--- src/rtl/mips_pkg.sv ---
// rtl/mips_pkg.sv - shared PC width, vectors and enums for the fetch front end
package mips_pkg;

    localparam int PC_W = 30;

    // Word addresses; byte address = {pc, 2'b00}
    localparam logic [PC_W-1:0] RESET_VEC = 30'h0010_0000;
    localparam logic [PC_W-1:0] EXC_VEC   = 30'h2000_0060;

    typedef enum logic [1:0] {
        BOOT  = 2'd0,
        FETCH = 2'd1,
        STALL = 2'd2
    } state_e;

    // Ordered so that a larger encoding means a higher priority source
    typedef enum logic [1:0] {
        RD_NONE   = 2'd0,
        RD_BRANCH = 2'd1,
        RD_JUMP   = 2'd2,
        RD_EXC    = 2'd3
    } rd_src_e;

endpackage

--- src/rtl/pc_redirect_sel.sv ---
// rtl/pc_redirect_sel.sv - redirect priority select and pending-redirect register
module pc_redirect_sel
    import mips_pkg::*;
(
    input  logic            i_clk,
    input  logic            i_rst,
    input  logic            i_exc,
    input  logic            i_jump,
    input  logic [PC_W-1:0] i_jump_target,
    input  logic            i_branch_taken,
    input  logic [PC_W-1:0] i_branch_target,
    input  logic            i_latch,
    input  logic            i_clear,
    output logic            o_cur_valid,
    output logic [PC_W-1:0] o_cur_target,
    output logic            o_any_valid,
    output logic [PC_W-1:0] o_any_target
);

    rd_src_e         cur_src;
    logic            pend_valid_q, pend_valid_d;
    logic [PC_W-1:0] pend_target_q, pend_target_d;

    // Fixed priority among this cycle's requests; the losers are simply dropped
    always_comb begin
        cur_src = RD_NONE;
        if (i_exc) begin
            cur_src = RD_EXC;
        end else if (i_jump) begin
            cur_src = RD_JUMP;
        end else if (i_branch_taken) begin
            cur_src = RD_BRANCH;
        end
    end

    // Target of the winning source
    always_comb begin
        o_cur_target = '0;
        case (cur_src)
            RD_EXC:    o_cur_target = EXC_VEC;
            RD_JUMP:   o_cur_target = i_jump_target;
            RD_BRANCH: o_cur_target = i_branch_target;
            default:   o_cur_target = '0;
        endcase
    end

    assign o_cur_valid = (cur_src != RD_NONE);

    // Pending redirect: any newer redirect replaces the held one, ack clears it
    always_comb begin
        pend_valid_d  = pend_valid_q;
        pend_target_d = pend_target_q;
        if (i_clear) begin
            pend_valid_d = 1'b0;
        end else if (i_latch && o_cur_valid) begin
            pend_valid_d  = 1'b1;
            pend_target_d = o_cur_target;
        end
    end

    // Pending register update with synchronous reset
    always_ff @(posedge i_clk) begin
        if (i_rst) begin
            pend_valid_q  <= 1'b0;
            pend_target_q <= '0;
        end else begin
            pend_valid_q  <= pend_valid_d;
            pend_target_q <= pend_target_d;
        end
    end

    // A redirect arriving with the ack is newer than the pending one, so it wins
    assign o_any_valid  = o_cur_valid | pend_valid_q;
    assign o_any_target = o_cur_valid ? o_cur_target : pend_target_q;

endmodule

--- src/rtl/pc_seq.sv ---
// rtl/pc_seq.sv - next-PC sequencer and single-outstanding instruction fetch controller
// Optional build macro PC_SEQ_PERF_EN adds saturating fetch/squash/stall counters.
module pc_seq
    import mips_pkg::*;
(
    input  logic            i_clk,
    input  logic            i_rst,
    input  logic            i_stall,
    input  logic            i_exc,
    input  logic            i_jump,
    input  logic [PC_W-1:0] i_jump_target,
    input  logic            i_branch_taken,
    input  logic [PC_W-1:0] i_branch_target,
    output logic            o_imem_req,
    output logic [PC_W-1:0] o_pc,
    input  logic            i_imem_ack,
`ifdef PC_SEQ_PERF_EN
    output logic [31:0]     o_fetch_cnt,
    output logic [31:0]     o_squash_cnt,
    output logic [31:0]     o_stall_cnt,
`endif
    output logic            o_fetch_valid,
    output logic [PC_W-1:0] o_fetch_pc
);

    state_e          state_q, state_d;
    logic [PC_W-1:0] pc_q, pc_d;
    logic            fv_q, fv_d;
    logic [PC_W-1:0] fpc_q, fpc_d;
    logic            latch, clear;
    logic            cur_valid, any_valid;
    logic [PC_W-1:0] cur_target, any_target;

    pc_redirect_sel u_redirect_sel (
        .i_clk           (i_clk),
        .i_rst           (i_rst),
        .i_exc           (i_exc),
        .i_jump          (i_jump),
        .i_jump_target   (i_jump_target),
        .i_branch_taken  (i_branch_taken),
        .i_branch_target (i_branch_target),
        .i_latch         (latch),
        .i_clear         (clear),
        .o_cur_valid     (cur_valid),
        .o_cur_target    (cur_target),
        .o_any_valid     (any_valid),
        .o_any_target    (any_target)
    );

    // Next-state, next-PC and fetch-strobe decisions
    always_comb begin
        state_d = state_q;
        pc_d    = pc_q;
        fv_d    = 1'b0;
        fpc_d   = fpc_q;
        latch   = 1'b0;
        clear   = 1'b0;
        case (state_q)
            BOOT: begin
                if (cur_valid) begin
                    pc_d = cur_target;
                end
                state_d = i_stall ? STALL : FETCH;
            end
            FETCH: begin
                if (i_imem_ack) begin
                    clear = 1'b1;
                    if (any_valid) begin
                        // Fetched word belongs to the abandoned path: squash it
                        pc_d = any_target;
                    end else begin
                        fv_d  = 1'b1;
                        fpc_d = pc_q;
                        pc_d  = pc_q + PC_W'(1);
                    end
                    state_d = i_stall ? STALL : FETCH;
                end else begin
                    // Address must stay stable until ack, so park the redirect
                    latch = 1'b1;
                end
            end
            STALL: begin
                if (cur_valid) begin
                    pc_d = cur_target;
                end
                if (!i_stall) begin
                    state_d = FETCH;
                end
            end
            default: begin
                state_d = BOOT;
            end
        endcase
    end

    // State registers with synchronous reset; an ack during reset is ignored
    always_ff @(posedge i_clk) begin
        if (i_rst) begin
            state_q <= BOOT;
            pc_q    <= RESET_VEC;
            fv_q    <= 1'b0;
            fpc_q   <= '0;
        end else begin
            state_q <= state_d;
            pc_q    <= pc_d;
            fv_q    <= fv_d;
            fpc_q   <= fpc_d;
        end
    end

    assign o_imem_req    = (state_q == FETCH);
    assign o_pc          = pc_q;
    assign o_fetch_valid = fv_q;
    assign o_fetch_pc    = fpc_q;

`ifdef PC_SEQ_PERF_EN
    logic [31:0] fetch_cnt_q, squash_cnt_q, stall_cnt_q;
    logic        squash;

    assign squash = (state_q == FETCH) && i_imem_ack && any_valid;

    // Saturating event counters
    always_ff @(posedge i_clk) begin
        if (i_rst) begin
            fetch_cnt_q  <= '0;
            squash_cnt_q <= '0;
            stall_cnt_q  <= '0;
        end else begin
            if (fv_q && (fetch_cnt_q != 32'hFFFF_FFFF)) begin
                fetch_cnt_q <= fetch_cnt_q + 32'd1;
            end
            if (squash && (squash_cnt_q != 32'hFFFF_FFFF)) begin
                squash_cnt_q <= squash_cnt_q + 32'd1;
            end
            if ((state_q == STALL) && (stall_cnt_q != 32'hFFFF_FFFF)) begin
                stall_cnt_q <= stall_cnt_q + 32'd1;
            end
        end
    end

    assign o_fetch_cnt  = fetch_cnt_q;
    assign o_squash_cnt = squash_cnt_q;
    assign o_stall_cnt  = stall_cnt_q;
`endif

endmodule
--- config.mk ---
export PLATFORM = sky130hd
export DESIGN_NAME = pc_seq
export DESIGN_NICKNAME = d
export VERILOG_FILES = /design/src/rtl/mips_pkg.sv /design/src/rtl/pc_redirect_sel.sv /design/src/rtl/pc_seq.sv
export SDC_FILE = /design/constraint.sdc
export NUM_CORES = 1
export LEC_CHECK = 0
export ABC_CLOCK_PERIOD_IN_PS = 4200
export CORE_AREA = 8 8 113 115
export DETAILED_ROUTE_END_ITERATION = 8
export DIE_AREA = 0 0 121 123
export PLACE_DENSITY = 0.91
export SETUP_SLACK_MARGIN = 0.02
export SYNTH_ARGS = -nofsm -noshare
export SYNTH_HDL_FRONTEND = slang
export SYNTH_HIERARCHICAL = 1
export SYNTH_SLANG_ARGS = --single-unit
--- constraint.sdc ---
create_clock -name i_clk -period 4.2 [get_ports i_clk]
set_clock_uncertainty 0.1 [all_clocks]
set_input_delay 1.26 -clock i_clk [delete_from_list [all_inputs] [get_ports i_clk]]
set_output_delay 1.26 -clock i_clk [all_outputs]
set_load 0.05 [all_outputs]
# After elaboration in Yosys (flattened, before gate mapping)
# Index checks and enable logic that the tools add are counted.
# op_classes
n_mux	18
n_reduce_logical	11
bitwise_logic	5
n_addsub	1
eq_ne	8
# ops
operator	count
$mux W30	4
$pmux W30 S3	1
$pmux W30 S2	1
$add A30 B1 Y30 const B	1
$mux W2	5
$eq A2 B2 Y1 const B	3
$mux W1	6
$pmux W2 S3	1
$reduce_and A3 Y1	2
$eq A2 B1 Y1 const B	2
$ne A2 B1 Y1 const B	2
$not A1 Y1	4
$reduce_and A2 Y1	2
$reduce_bool A2 Y1	2
$reduce_or A2 Y1	2
$reduce_or A3 Y1	1
$logic_not A2 Y1	1
$ne A2 B2 Y1 const B	1
$logic_and A1 B1 Y1	1
$or A1 B1 Y1	1
# totals
word_cells	49
reg_bits	94

# Longest topological paths before layout
# depth
depth_word	9
depth_mapped	11
mapped_depth_nobuf	8

# By module
# Netlist, hierarchy kept.
# by_module_without_submodules
module	instances	seq_area_each_um2	cells_per_inst	area_each_um2
pc_seq	1	1261.2	467	3475.8
pc_redirect_sel	1	620.6	238	1918.1

# Worst setup path before layout
# Ideal clock, no wire load.
# synth_path
path_type	input to register
start	in i_jump
end	reg pc_q[25], in the netlist o_pc[25]
t_arrival_ns	3.030
required_ns	4.021
stages	10
setup_slack_ns	0.991
path_cell_list	buf_6 nor3_4 clkbuf_2 nand2b_1 clkbuf_1 nand2_1 o22ai_1 or4_1 or3_1 o211ai_1
# synth_via
elab_cells_between_ends	15
classes_between	eq/ne (4); mux (8); bitwise (1); reduce/logical (2)
# synth_lines
element	line	source
from (decl)	pc_seq.sv:10	input logic i_jump,
$mux W2	pc_redirect_sel.sv:29	end else if (i_jump) begin
$mux W2	pc_redirect_sel.sv:27	if (i_exc) begin
$reduce_bool A2 Y1	pc_redirect_sel.sv:47	assign o_cur_valid = (cur_src != RD_NONE);
$or A1 B1 Y1	pc_redirect_sel.sv:73	assign o_any_valid = o_cur_valid | pend_valid_q;
named net any_valid	pc_seq.sv:31	logic cur_valid, any_valid;
$mux W30	pc_seq.sv:68	if (any_valid) begin
$mux W30	pc_seq.sv:66	if (i_imem_ack) begin
$pmux W30 S2	pc_seq.sv:58	case (state_q)
to (signal assigned)	pc_seq.sv:105	pc_q <= pc_d;
to (decl)	pc_seq.sv:27	logic [PC_W-1:0] pc_q, pc_d;
# The timed path passes the listed nets, and every way through them passes these cells. The select of a mux whose other input is x is not followed.
# A chain may end at the register's enable or synchronous reset.

# Worst setup path after layout
# layout_path
start	in i_jump
end	reg pc_q[25], in the netlist o_pc[25]
# layout_via
elab_chain_cells	8
elab_cells_between_ends	15
classes_between	eq/ne (4); mux (8); bitwise (1); reduce/logical (2)
# layout_rtl
element	line	source
$mux W2 (*)	pc_redirect_sel.sv:29	
$mux W2 (*)	pc_redirect_sel.sv:27	
$eq A2 B1 Y1 / $eq A2 B2 Y1 (equally long branches)	pc_redirect_sel.sv:39	case (cur_src)
$pmux W30 S3 (*)	pc_redirect_sel.sv:39	
named net cur_target[25]	pc_seq.sv:32	logic [PC_W-1:0] cur_target, any_target;
$mux W30 (*)	pc_redirect_sel.sv:74	assign o_any_target = o_cur_valid ? o_cur_target : pend_target_q;
named net any_target[25]	pc_seq.sv:32	
$mux W30 (*)	pc_seq.sv:68	
$mux W30 (*)	pc_seq.sv:66	
$pmux W30 S2 (*)	pc_seq.sv:58	
# The timed path passes the listed nets; every way through them passes the cells marked *. The select of a mux whose other input is x is not followed.

==> metrics.log <==
INFO  metric timing.critical_path.slowest_cell_delay = 0.54 ns
INFO  metric final_core_util = 63.2%
INFO  metric portBuffers = 128
INFO  metric grtUsageTotal = 21.5%
INFO  metric run_status = finished, final reports clean
INFO  metric cts_tree = yes
INFO  metric synth.yosys.warnings = 6
INFO  metric initial_core_util = 48.7%
INFO  metric relSlewSlack = ~47%
INFO  metric drc_errors = 0
INFO  metric grt_first_pass_wirelength = 26400 um
INFO  metric synth_nets = 773
INFO  metric synth.lib_cells_used.distinct = 60
INFO  metric pin_count_of_the_biggest_net_entering_global_routing = 44
INFO  metric sequentialPowerShare = 42.1%
INFO  metric clock_sink_count = 94
INFO  metric antenna_violating_nets_remaining = 0
INFO  metric dominantRegCellSynth = dfxtp_1
INFO  metric insertion_delay = around 0.35 ns
INFO  metric period_needed = 3.49 ns
INFO  metric post_synthesis_sequential_area_ratio = 34.9%
INFO  metric critical-path-slowest-cell = clkdlybuf4s50_1
INFO  metric final_net_count = 867
INFO  metric cp_cell_sequence = clkdlybuf4s50_1 > buf_4 > mux2i_1 > nor2_1 > a21o_1 > o22ai_1 > or4_1 > or3_1 > o211ai_1
INFO  metric via_count_of_the_routed_design = 5768
INFO  metric worstSetupPathType = in2reg
INFO  metric post_cts_buffers = 0
INFO  metric final_layout_size_suffix_gt1_share = under 10%
INFO  metric tns = 0 ns
INFO  metric detail_route.wl_per_cell = 17.3 um
INFO  metric die_area = 0.0149 mm2
INFO  metric drt_pass1_iterations = 6
INFO  metric place_congestion = 0.867
INFO  metric power.share.switching = about 30%
INFO  metric num-fill-cells = around 960
INFO  metric pin_count = around 130
INFO  metric antenna_found_initial = 0
INFO  metric max_clock_freq = 0.286 GHz
INFO  metric worst_ep_arrival_time = ~3.7 ns
INFO  metric vias_per_cell = 6.10
INFO  metric timing.critical_path.from_type = primary input
INFO  metric cp_data_required_time = roughly 4.4 ns
INFO  metric h-tree-depth = 3
INFO  metric cts_root_buffer = clkbuf_16
INFO  metric die_x = 121 um
INFO  metric grt_remaining_overflow = 0
INFO  metric timing.critical_path.fanout_max = 31
INFO  metric core_area = 0.0111 mm2
INFO  metric ys_seq_elements = 94
INFO  metric synth_edf_count = 0
INFO  metric endpoint_kind = flop
INFO  metric worst_pin_slew = between 0.8 and 0.9 ns
INFO  metric power_report.internal_total = around 1600 uW
INFO  metric unrepaired_setup_endpoints_after_global_routing = no
INFO  metric syn_inst = 705
INFO  metric cts.path.max_buffers = 2
INFO  metric min_period_over_period = 83.2%
INFO  metric tritoncts.num_buffers = 9
INFO  metric cts.reportedPaths.clkPinSlew = around 0.070 ns
INFO  metric chipHeight = between 100 and 150 um
INFO  metric pwr-share-comb = 21.1%
INFO  metric netSwitchingPower = 696 uW
INFO  metric fin_max_slew_vios = 0
INFO  metric maximum_vdd_drop = approximately 170 uV
INFO  metric leakage_power_summed_over_all_cells = 0.00251 uW
INFO  metric setup_viol_count_final = 0
INFO  metric min_path_type = reg2reg
INFO  metric placementRows = 39
INFO  metric netlist_area = ~0.0054 mm2
INFO  metric clock_power_share = 36.8%
INFO  metric postCtsHoldBufs = 0
INFO  metric powerDensity = 334 mW/mm2
INFO  metric grt_pass1_vias = 5193
INFO  metric dr_iter_0_viols = 753
INFO  metric fraction_of_synthesis_flops_using_an_asynchronous_set_or_reset_pin = 0%
INFO  metric postCtsResizedCells = 0
INFO  metric dp_hpwl = around 12000 um
INFO  metric route.final.wire_length = 16400 um
INFO  metric syn_avg_cell_area = ~7.7 um2
INFO  metric finalHoldViolCount = 0
INFO  metric diodes = 0
INFO  metric area_growth_syn_to_layout = 29.7%
INFO  metric drv.max_cap_violation_count = 0
## layout make-up
type	count	area, um2	share of cell area (%)
multi-input cells	538	3180	45.5
flip-flops and latches	94	1880	26.9
repair buffers	147	1420	20.2
clock buffers	11	233	3.33
well taps	143	179	2.56
clock inverters	4	72.6	1.04
inverters	9	33.8	0.483
## cells by family (layout without fill, tap and decap cells)
family | after synthesis | in the layout | share of synthesized area, %
AOI/OAI and AO/OA | 226 | 226 | 26.8
DFF | 94 | 94 | 34.9
and+or+nand+nor | 280 | 280 | 26.3
adders and majority gates | 1 | 1 | 0.232
xor gates and xnor gates | 9 | 9 | 1.46
muxes | 22 | 22 | 4.08
buffers and inverters | 73 | 171 | 6.24
## stage by stage
stage / power, uW / hold WS (ns) / std cells / worst slack, ns / area (um2)
after floorplan: 1300 / 0.332 / 705 / 0.991 / 5390
after global placement: 1480 / 0.341 / 931 / 0.412 / 6690
after detailed placement: 1490 / 0.346 / 931 / 0.376 / 6690
after CTS: 2340 / 0.355 / 946 / 0.717 / 7000
after global routing: 2420 / 0.367 / 946 / 0.533 / 7000
final: 2340 / 0.353 / 946 / 0.706 / 7000
## placed cells by master (no fill, tap or decap), types with 4 or more instances in the layout
cell type          n
clkdlybuf4s50_1  126
nand2_1          106
dfxtp_1           94
a21oi_1           76
nor2_1            60
o21ai_0           42
mux2i_1           22
a21o_1            22
or4_1             21
buf_4             20
nor3_1            15
nand2b_1          14
a211oi_1          14
nand3_1           12
a22oi_1           12
nand4_1           10
a221oi_1           9
clkbuf_16          9
o2bb2ai_1          9
o22ai_1            8
inv_1              7
nor2b_1            7
o211ai_1           7
o221ai_1           6
a31oi_1            6
or3_1              5
nor4_1             5
xor2_1             5
xnor2_1            4
## critical path: cells and delay by family
| family | cells | cell delay (ns) |
|---|---|---|
| compound gates | 3 | 0.29 |
| simple gates | 3 | 0.99 |
| buf+inv | 2 | 0.97 |
| mux | 1 | 0.16 |
## synthesized netlist by cell type, types with 2 or more instances
cell type | number | share of area [%]
a211oi_1 | 14 | 1.9
a21o_1 | 22 | 3.1
a21oi_1 | 76 | 7.1
a221o_1 | 2 | 0.37
a221oi_1 | 9 | 1.5
a22o_1 | 3 | 0.49
a22oi_1 | 12 | 1.7
a31oi_1 | 6 | 0.70
and3_1 | 3 | 0.35
and4_1 | 3 | 0.49
buf_1 | 6 | 0.42
buf_12 | 2 | 0.74
buf_2 | 14 | 1.3
clkbuf_1 | 39 | 2.7
dfxtp_1 | 94 | 35
inv_1 | 7 | 0.49
inv_2 | 2 | 0.14
mux2i_1 | 22 | 4.1
nand2_1 | 106 | 7.4
nand2b_1 | 14 | 1.6
nand3_1 | 12 | 1.1
nand3_2 | 2 | 0.37
nand3b_1 | 2 | 0.28
nand4_1 | 10 | 1.2
nor2_1 | 62 | 4.3
nor2b_1 | 7 | 0.81
nor3_1 | 15 | 1.4
nor3b_1 | 2 | 0.28
nor4_1 | 5 | 0.58
nor4_4 | 2 | 0.79
o211ai_1 | 7 | 0.97
o21ai_0 | 42 | 3.9
o221ai_1 | 6 | 0.97
o22ai_1 | 8 | 0.93
o2bb2ai_1 | 9 | 1.5
o31ai_1 | 3 | 0.42
or3_1 | 5 | 0.58
or4_1 | 21 | 2.9
xnor2_1 | 4 | 0.65
xor2_1 | 5 | 0.81
## power groups by stage
stage	registers (uW)	logic (uW)	clock network (uW)
6_report	983	493	860
5_1_grt	988	525	904
4_1_cts	981	488	868
3_5_place_dp	1000	486	0
3_3_place_gp	1000	480	0
2_1_floorplan	1070	233	0
## worst paths after layout
check                 start              to  slack, ns  depth (start not counted)
min reg2reg  o_fetch_pc[17]  o_fetch_pc[17]       0.35                          2
max reg2reg      state_q[0]        o_pc[25]       1.72                          7
min          o_fetch_pc[17]  o_fetch_pc[17]       0.35                          2
max                  i_jump        o_pc[25]       0.71                          9
## registers in the layout, indices dropped and copies added, names as in the netlist
register                      cells
o_pc                             30
o_fetch_pc                       30
u_redirect_sel/pend_valid_q       1
u_redirect_sel/pend_target_q     30
state_q                           2
o_fetch_valid                     1
## metal layers
layer  wire length, um  up-vias  track usage, %  part of all wire (%)
met5                 0        -               0                     0
li1                  -     2756               -                     -
met4               218        0            6.09                   1.3
met1              7170     2646            30.0                    44
met2              7310      336            32.5                    45
met3              1680       30            4.84                    10
(Power assumes the default switching activity.)
